`config.mk`:
```
export PLATFORM = sky130hd
export DESIGN_NAME = seq_restoring_divider_flat
export DESIGN_NICKNAME = d
export VERILOG_FILES = /design/src/rtl/seq_restoring_divider_pkg.sv /design/src/rtl/seq_restoring_divider_if.sv /design/src/rtl/seq_restoring_divider_step.sv /design/src/rtl/seq_restoring_divider.sv /design/src/flat_wrapper.sv
export SDC_FILE = /design/constraint.sdc
export NUM_CORES = 1
export LEC_CHECK = 0
export CORE_ASPECT_RATIO = 0.75
export CORE_MARGIN = 3
export CORE_UTILIZATION = 45
export DETAILED_ROUTE_END_ITERATION = 16
export PLACE_DENSITY = 0.77
export SETUP_SLACK_MARGIN = 0.3
export SKIP_CTS_REPAIR_TIMING = 1
export SLEW_MARGIN = 20
export SYNTH_ARGS = -nofsm -noshare
export SYNTH_HDL_FRONTEND = slang
export SYNTH_SLANG_ARGS = --single-unit
```
`constraint.sdc`:
```
create_clock -name clk -period 2.5 [get_ports clk]
set_input_delay 0.25 -clock clk [delete_from_list [all_inputs] [get_ports clk]]
set_output_delay 0.25 -clock clk [all_outputs]
set_load 0.05 [all_outputs]
```
`src/rtl/seq_restoring_divider_pkg.sv`:
```
// Shared widths, counter sizing and FSM state encoding for the restoring divider.
package div_pkg;

   localparam int DIVIDEND_W = 8;
   localparam int DIVISOR_W  = 4;
   localparam int CNT_W      = $clog2(DIVIDEND_W + 1);

   typedef enum logic [1:0] {
      IDLE,
      CALC,
      DONE
   } div_state_t;

endpackage

```
`src/rtl/seq_restoring_divider_if.sv`:
```
// Start/busy/done handshake plus operand and result buses of the divider.
interface seq_restoring_divider_if;
   import div_pkg::*;

   logic                  start;
   logic [DIVIDEND_W-1:0] dividend;
   logic [DIVISOR_W-1:0]  divisor;
   logic                  busy;
   logic                  done;
   logic [DIVIDEND_W-1:0] quotient;
   logic [DIVISOR_W-1:0]  remainder;
   logic                  div_by_zero;

   modport master (
      output start, dividend, divisor,
      input  busy, done, quotient, remainder, div_by_zero
   );

   modport slave (
      input  start, dividend, divisor,
      output busy, done, quotient, remainder, div_by_zero
   );

endinterface

```
`src/rtl/seq_restoring_divider_step.sv`:
```
// One restoring-division iteration: shift in a dividend bit, subtract the divisor if it fits.
module div_step
   import div_pkg::*;
(
   input  logic [DIVISOR_W-1:0] prem_i,
   input  logic                 bit_i,
   input  logic [DIVISOR_W-1:0] divisor_i,
   output logic [DIVISOR_W-1:0] prem_o,
   output logic                 qbit_o
);

   logic [DIVISOR_W:0]   shifted;
   logic [DIVISOR_W-1:0] diffLow;

   // The incoming remainder is always below the divisor, so the shifted value
   // needs one extra bit for the compare but the difference fits in DIVISOR_W.
   assign shifted = {prem_i, bit_i};
   assign qbit_o  = (shifted >= {1'b0, divisor_i});
   assign diffLow = shifted[DIVISOR_W-1:0] - divisor_i;
   assign prem_o  = qbit_o ? diffLow : shifted[DIVISOR_W-1:0];

endmodule

```
`src/rtl/seq_restoring_divider.sv`:
```
// Iterative unsigned restoring divider: one quotient bit per clock, start/busy/done framed.
module seq_restoring_divider
   import div_pkg::*;
(
   input  logic                    clk,
   input  logic                    rst_n,
   seq_restoring_divider_if.slave  bus
);

   div_state_t            state_q, state_d;
   logic [CNT_W-1:0]      cnt_q, cnt_d;
   logic [DIVISOR_W-1:0]  prem_q, prem_d;
   logic [DIVIDEND_W-1:0] dividendShift_q, dividendShift_d;
   logic [DIVISOR_W-1:0]  divisor_q, divisor_d;
   logic [DIVIDEND_W-1:0] quotientAcc_q, quotientAcc_d;
   logic [DIVIDEND_W-1:0] quotient_q, quotient_d;
   logic [DIVISOR_W-1:0]  remainder_q, remainder_d;
   logic                  divByZero_q, divByZero_d;

   logic [DIVISOR_W-1:0]  stepPrem;
   logic                  stepQbit;
   logic                  lastIter;

   div_step u_step (
      .prem_i    (prem_q),
      .bit_i     (dividendShift_q[DIVIDEND_W-1]),
      .divisor_i (divisor_q),
      .prem_o    (stepPrem),
      .qbit_o    (stepQbit)
   );

   assign lastIter = (cnt_q == CNT_W'(DIVIDEND_W - 1));

   always_ff @(posedge clk or negedge rst_n) begin
      if (!rst_n) begin
         state_q         <= IDLE;
         cnt_q           <= '0;
         prem_q          <= '0;
         dividendShift_q <= '0;
         divisor_q       <= '0;
         quotientAcc_q   <= '0;
         quotient_q      <= '0;
         remainder_q     <= '0;
         divByZero_q     <= 1'b0;
      end else begin
         state_q         <= state_d;
         cnt_q           <= cnt_d;
         prem_q          <= prem_d;
         dividendShift_q <= dividendShift_d;
         divisor_q       <= divisor_d;
         quotientAcc_q   <= quotientAcc_d;
         quotient_q      <= quotient_d;
         remainder_q     <= remainder_d;
         divByZero_q     <= divByZero_d;
      end
   end

   // A new operation may be accepted from IDLE or DONE, which is what makes
   // back-to-back operation possible without an idle bubble.
   always_comb begin
      state_d         = state_q;
      cnt_d           = cnt_q;
      prem_d          = prem_q;
      dividendShift_d = dividendShift_q;
      divisor_d       = divisor_q;
      quotientAcc_d   = quotientAcc_q;
      quotient_d      = quotient_q;
      remainder_d     = remainder_q;
      divByZero_d     = divByZero_q;

      unique case (state_q)
         IDLE, DONE: begin
            state_d = IDLE;
            if (bus.start) begin
               dividendShift_d = bus.dividend;
               divisor_d       = bus.divisor;
               quotient_d      = '0;
               remainder_d     = '0;
               divByZero_d     = 1'b0;
               if (bus.divisor == '0) begin
                  quotient_d  = '1;
                  divByZero_d = 1'b1;
                  state_d     = DONE;
               end else begin
                  prem_d        = '0;
                  cnt_d         = '0;
                  quotientAcc_d = '0;
                  state_d       = CALC;
               end
            end
         end

         CALC: begin
            dividendShift_d = {dividendShift_q[DIVIDEND_W-2:0], 1'b0};
            prem_d          = stepPrem;
            quotientAcc_d   = {quotientAcc_q[DIVIDEND_W-2:0], stepQbit};
            cnt_d           = cnt_q + CNT_W'(1);
            if (lastIter) begin
               quotient_d  = {quotientAcc_q[DIVIDEND_W-2:0], stepQbit};
               remainder_d = stepPrem;
               state_d     = DONE;
            end
         end

         default: state_d = IDLE;
      endcase
   end

   assign bus.busy        = (state_q == CALC);
   assign bus.done        = (state_q == DONE);
   assign bus.quotient    = quotient_q;
   assign bus.remainder   = remainder_q;
   assign bus.div_by_zero = divByZero_q;

endmodule

```
`src/flat_wrapper.sv`:
```
// flat-port wrapper written by rule: the top's interface ports become plain ports
module seq_restoring_divider_flat import div_pkg::*;
  (clk, rst_n, bus_start, bus_dividend, bus_divisor, bus_busy, bus_done, bus_quotient, bus_remainder, bus_div_by_zero);
  seq_restoring_divider_if bus_i ();
  input  logic clk;
  input  logic rst_n;
  input wire logic [$bits(bus_i.start)-1:0] bus_start;
  input wire logic [$bits(bus_i.dividend)-1:0] bus_dividend;
  input wire logic [$bits(bus_i.divisor)-1:0] bus_divisor;
  output wire logic [$bits(bus_i.busy)-1:0] bus_busy;
  output wire logic [$bits(bus_i.done)-1:0] bus_done;
  output wire logic [$bits(bus_i.quotient)-1:0] bus_quotient;
  output wire logic [$bits(bus_i.remainder)-1:0] bus_remainder;
  output wire logic [$bits(bus_i.div_by_zero)-1:0] bus_div_by_zero;
  assign bus_i.start = bus_start;
  assign bus_i.dividend = bus_dividend;
  assign bus_i.divisor = bus_divisor;
  assign bus_busy = bus_i.busy;
  assign bus_done = bus_i.done;
  assign bus_quotient = bus_i.quotient;
  assign bus_remainder = bus_i.remainder;
  assign bus_div_by_zero = bus_i.div_by_zero;
  seq_restoring_divider u_core (.clk(clk), .rst_n(rst_n), .bus(bus_i));
endmodule
```
==> results.sh, run 1 <==
export IMPL_clkPwrFrac=0.123
export IMPL_dpl_hpwl_um=2639
export IMPL_layout_area_seq_mm2=0.001051
export IMPL_synth_area_top_cells="dfrtp_1 54%, nand2_1 6.8%, a21oi_1 3.9%"
export IMPL_h_tree_depth=2
export IMPL_holdWs_ps=96.84
export IMPL_multiInputGateArea_um2=819.5
export IMPL_insertion_delay_ps=290
export IMPL_max_freq_mhz=493.3
export IMPL_cts_sinks=42
export IMPL_placedCellCount=271
export IMPL_drt_iter0_drc=77
export IMPL_worstMarginPinSlew_ps=923.9
export IMPL_p_seq_frac=0.323
export IMPL_num_vias=1448
export IMPL_area_delta_synth_final_pct=22.41
export IMPL_fill_cells=373
export IMPL_synth_top_area_cell="dfrtp_1"
export IMPL_comb_power_share=0.554
export IMPL_synth_edf_count=0
export IMPL_swShare=0.4487
export IMPL_route_detailed_drc=0
export IMPL_hp_class="in2async"
export IMPL_status="completed"
export IMPL_rsz0062_at_grt="no"
export IMPL_async_flop_share=1.000
export IMPL_clkSlewWorstSetupHoldPaths_ps=80
export IMPL_final_common_cell="dfrtp_1"
export IMPL_power_mw=3.638
export IMPL_grt_max_degree=43
export IMPL_diodes=0
export IMPL_synth_area_mm2=0.001943
export IMPL_gr_total_overflow=0
export IMPL_cts_root_buf="clkbuf_8"
export IMPL_cts_buffer_depth=2
export IMPL_cts_buffers=5
export IMPL_fin_setup_tns_ps=0
export IMPL_met3_length_um=157
export IMPL_grtUsageTotal=0.1679
export IMPL_critical_path_class="reg2reg"
export IMPL_synth_seq_cells=42
export IMPL_setup_viol=0
export IMPL_met1_length_um=2006
export IMPL_ys_seq_area_frac=0.5409
export IMPL_grt_pass1_wl_um=6720
export IMPL_wl_per_cell_um=13.81
export IMPL_yosysUniqueCellTypes=39
export IMPL_cp_data_required_time_ps=2710
export IMPL_place_congestion=0.7349
export IMPL_maxSlewHeadroom=0.3841
export IMPL_hold_violations=0
export IMPL_nets=244
export IMPL_synth_area_per_cell_um2=10.07
export IMPL_final_max_slew_violation_count=0
export IMPL_top_layer="met4"
export IMPL_synth_top_area_share=0.5409
export IMPL_port_buffers=29
export IMPL_ys_warn_count=0
export IMPL_leakage_nw=1.054
export IMPL_arrival_ps=2240
export IMPL_switchingPower_mw=1.632
export IMPL_ant_nets=0
export IMPL_drt_total_wl_um=3852
export IMPL_maxCapViolations=0
export IMPL_antenna_found_initial=0
export IMPL_dp_slack_ps=465.2
export IMPL_start_util=0.4735
export IMPL_start_kind="register"
export IMPL_clock_skew_ps=5.444
export IMPL_grt_pass1_vias=1449
export IMPL_path_max_fanout=5
export IMPL_wl_met2_um=1660
export IMPL_drive_gt1_frac=0.1250
export IMPL_layout_setup_ws_ps=472.7
export IMPL_place_area_mm2=0.002287
export IMPL_syn_nets=214
export IMPL_rows=20
export IMPL_dieArea_mm2=0.005151
export IMPL_core_area_mm2=0.004104
export IMPL_instances_no_fill=279
export IMPL_syn_inst=193
export IMPL_vias_per_cell=5.190
export IMPL_die_x_um=81.88
export IMPL_synthFlopType="dfrtp_1"
export IMPL_dr_pass1_iters=4
export IMPL_cts_tree="yes"
export IMPL_p_int_mw=2.006
export IMPL_period_share=0.8109
export IMPL_finalInstanceArea_mm2=0.002379
export IMPL_period_minus_slack_ps=2027
export IMPL_fin_util=0.5796
export IMPL_powerDensity_mw_per_mm2=1529
export IMPL_cp_end_kind="register"
export IMPL_die_h_um=62.91
export IMPL_io_pins=30
export IMPL_layout_common_cells="42 x dfrtp_1, 35 x nand2_1, 27 x clkdlybuf4s50_1"
export IMPL_ir_worst_vdd_mv=0.5594
[cell families after synthesis]
| logic type | after synthesis | share of synthesized area |
|---|---|---|
| flip-flops | 42 | 0.5409 |
| AO/OA/AOI/OAI | 55 | 0.1919 |
| adder cells (fa/ha/maj) | 6 | 0.04250 |
| XOR/XNOR | 2 | 0.009016 |
| AND/OR/NAND/NOR | 68 | 0.1558 |
| buffers and inverters | 16 | 0.03734 |
| multiplexers | 4 | 0.02254 |
[path summary, 6_finish.rpt]
| kind | slack, ps | from | depth (start not counted) | end |
|---|---|---|---|---|
| max | 470 | u_core.prem_q[1] | 6 | u_core.bus.remainder[1] |
| min | 100 | rst_n | 1 | u_core.dividendShift_q[5] |
| max reg2reg | 470 | u_core.prem_q[1] | 6 | u_core.bus.remainder[1] |
| min reg2reg | 490 | u_core.prem_q[3] | 1 | u_core.prem_q[3] |
| max in group asynchronous | 1830 | rst_n | 1 | u_core.quotientAcc_q[4] |
| min in group clk | 480 | bus_dividend[0] | 3 | u_core.dividendShift_q[0] |
[flip-flops by register name, indices dropped and copies added (netlist names)]
name / flops
u_core.bus.quotient: 8
u_core.dividendShift_q: 8
u_core.quotientAcc_q: 7
u_core.bus.remainder: 4
u_core.cnt_q: 4
u_core.divisor_q: 4
u_core.prem_q: 4
u_core.state_q: 2
u_core.bus.div_by_zero: 1
[cell usage after synthesis (all sizes together) (2+ instances only)]
cell type / n
a21oi: 17
a22o: 7
a31oi: 6
buf: 4
clkbuf: 6
dfrtp: 42
ha: 5
inv: 6
mux2: 3
nand2: 35
nand2b: 2
nand3: 5
nor2: 18
nor2b: 3
o21ai: 18
[power groups by stage]
| stage | sequential, mW | clock [mW] | combinational [mW] |
|---|---|---|---|
| 2_1_floorplan | 1.46 | 0 | 1.20 |
| 3_3_place_gp | 1.18 | 0 | 1.97 |
| 3_5_place_dp | 1.19 | 0 | 2.00 |
| 4_1_cts | 1.18 | 0.462 | 2.02 |
| 5_1_grt | 1.22 | 0.485 | 2.22 |
| 6_report | 1.18 | 0.448 | 2.01 |
[area by class of cell]
cell class	count	share of cell area
multi-input combinational	135	0.3446
tap	55	0.02893
clock buffer	7	0.03630
timing repair buffer	33	0.1368
clock inverter	1	0.002104
sequential	42	0.4419
inverter	6	0.009469
[critical path, stage by stage, from the launching register on]
cell,delay [ps]
dfrtp_1,410
ha_1,340
a21oi_2,220
o21ai_2,100
a21boi_2,320
mux2_2,400
o21ai_0,160
[layer usage]
metal	track usage	vias to the layer above
met5	0	-
met4	0.04357	0
met3	0.03890	4
met2	0.2409	31
met1	0.2535	690
li1	-	723
(Power assumes the default switching activity.)
==> run 2: changes to the inputs <==
--- a/config.mk
+++ b/config.mk
@@ -9,7 +9,7 @@
 export CORE_MARGIN = 3
 export CORE_UTILIZATION = 45
 export DETAILED_ROUTE_END_ITERATION = 16
-export PLACE_DENSITY = 0.77
+export PLACE_DENSITY = 0.79
 export SETUP_SLACK_MARGIN = 0.3
 export SKIP_CTS_REPAIR_TIMING = 1
 export SLEW_MARGIN = 20
==> constraint.sdc (replaced) <==
create_clock -name clk -period 1.79 [get_ports clk]
set_input_delay 0.179 -clock clk [delete_from_list [all_inputs] [get_ports clk]]
set_output_delay 0.179 -clock clk [all_outputs]
set_load 0.05 [all_outputs]
==> run 2 against run 1 <==
Clock-buffer cell count fell by 2. Flip-flop and latch count did not move. The run now ends with negative setup slack left. Global-route usage rose by 1.0 points. Sequential share of layout area fell by 6.1 points. Critical path depth did not move. Power rose by 69%. Largest cell class unchanged. Clock skew rose by 0.97 ps. Design area rose by 16%. Worst hold slack improved by 34 ps. Register-to-register slack got worse by 510 ps. Cell count rose by 8.2%.
==> results.sh, run 2 (synthesized netlist as in run 1, its figures left out) <==
export IMPL_cts_root_buf="clkbuf_8"
export IMPL_final_common_cell="dfrtp_1"
export IMPL_dieArea_mm2=0.005151
export IMPL_drt_total_wl_um=4362
export IMPL_cp_data_required_time_ps=1980
export IMPL_ir_worst_vdd_mv=1.003
export IMPL_worstPathCellList="ha_4, nand2_2, o21ai_4, o211ai_1, o31a_1, mux2_4"
export IMPL_rsz0062_at_grt="yes"
export IMPL_h_tree_depth=2
export IMPL_maxCapViolations=0
export IMPL_cpLargestDelayFamily="compound AO/OA/AOI/OAI gates"
export IMPL_area_delta_synth_final_pct=42.05
export IMPL_critical_path_class="reg2reg"
export IMPL_nets=267
export IMPL_clkSlewWorstSetupHoldPaths_ps=80
export IMPL_fill_cells=331
export IMPL_clock_skew_ps=6.412
export IMPL_max_stage_delay_ps=420
export IMPL_path_max_fanout=4
export IMPL_period_minus_slack_ps=1828
export IMPL_grt_pass1_vias=1413
export IMPL_dr_pass1_iters=4
export IMPL_place_congestion=0.8186
export IMPL_maxSlewHeadroom=0.6531
export IMPL_cts_sinks=42
export IMPL_setup_viol=1
export IMPL_layout_common_cells="42 x dfrtp_1, 31 x nand2_1, 20 x buf_4"
export IMPL_ant_nets=0
export IMPL_grtUsageTotal=0.1781
export IMPL_cts_buffers=5
export IMPL_power_mw=6.158
export IMPL_start_kind="register"
export IMPL_diodes=0
export IMPL_num_vias=1565
export IMPL_cts_tree="yes"
export IMPL_vias_per_cell=5.182
export IMPL_status="finished with violations"
export IMPL_drt_iter0_drc=76
export IMPL_dpl_hpwl_um=2832
export IMPL_critPathSlowestCell="dfrtp_1"
export IMPL_powerDensity_mw_per_mm2=2231
export IMPL_fin_setup_tns_ps=-37.52
export IMPL_grt_max_degree=43
export IMPL_final_max_slew_violation_count=0
export IMPL_antenna_found_initial=0
export IMPL_max_freq_mhz=547.2
export IMPL_io_pins=30
export IMPL_cp_end_kind="register"
export IMPL_hold_violations=0
export IMPL_arrival_ps=2020
export IMPL_die_x_um=81.88
export IMPL_period_share=1.021
export IMPL_dp_slack_ps=-53.29
export IMPL_grt_pass1_wl_um=6941
export IMPL_route_detailed_drc=0
export IMPL_core_area_mm2=0.004104
export IMPL_rows=20
export IMPL_port_buffers=29
export IMPL_drive_gt1_frac=0.2632
export IMPL_wl_per_cell_um=14.44
export IMPL_start_util=0.4735
export IMPL_die_h_um=62.91
export IMPL_insertion_delay_ps=300
export IMPL_cts_buffer_depth=2
export IMPL_violations="negative setup slack"
export IMPL_crit_buf_inv=0
export IMPL_fin_util=0.6726
export IMPL_gr_total_overflow=0
export IMPL_hp_class="in2reg"
export IMPL_holdWs_ps=130.5
export IMPL_worstMarginPinSlew_ps=520.3
export IMPL_layout_setup_ws_ps=-37.52
export IMPL_leakage_nw=1.409
-- run 2: cell count changes in the layout (fill, tap and decap cells not counted), sizes merged, moves of 2 or more --
| cell | change |
|---|---|
| dlymetal6s2s | +16 |
| buf | +22 |
| clkdlybuf4s50 | -17 |
| clkinv | +2 |
-- run 2: final cells by class --
type	instances	area (um2)	share of cell area
Sequential cell	42	1051	0.3808
Multi-Input combinational cell	135	908.4	0.3291
Timing Repair Buffer	56	595.6	0.2158
Clock buffer	5	68.82	0.02493
Tap cell	55	68.82	0.02493
Clock inverter	3	40.04	0.01451
Inverter	6	27.53	0.009973
-- run 2: where the power goes --
group / switching (mW) / total [mW] / internal, mW
combinational: 2.00 / 3.75 / 1.75
clock: 0.339 / 0.750 / 0.411
sequential: 0.273 / 1.66 / 1.38
total: 2.61 / 6.16 / 3.55
-- run 2: worst paths after layout --
path | slack (ps) | cells after the start | startpoint | to
worst max-delay path | -40 | 6 | u_core.prem_q[1] | u_core.bus.remainder[3]
worst min-delay path | 130 | 3 | bus_divisor[2] | u_core.divisor_q[2]
worst max register to register | -40 | 6 | u_core.prem_q[1] | u_core.bus.remainder[3]
worst min register to register | 490 | 2 | u_core.bus.div_by_zero | u_core.bus.div_by_zero
max in group asynchronous | 970 | 3 | rst_n | u_core.bus.quotient[2]
min in group asynchronous | 470 | 3 | rst_n | u_core.cnt_q[1]
-- run 2: stage by stage --
stage	instance area, um2	instances
2_1_floorplan	1988	193
3_3_place_gp	2424	282
3_5_place_dp	2424	282
4_1_cts	2532	290
5_1_grt	2760	302
6_report	2760	302
-- run 2: worst min-delay path, stage by stage --
cell,delay (ps)
dlymetal6s2s_1,100
nand2_1,50
o21ai_0,60
-- run 2: per-layer routing --
layer  global-route usage  part of all wire  wire length [um]  vias to the layer above
met5                    0                 0                 0                        -
met4              0.07054             0.024               106                        0
met3              0.04323             0.062               271                        9
met2               0.2510              0.47              2042                       43
met1               0.2607              0.45              1942                      739
li1                     -                 -                 -                      774
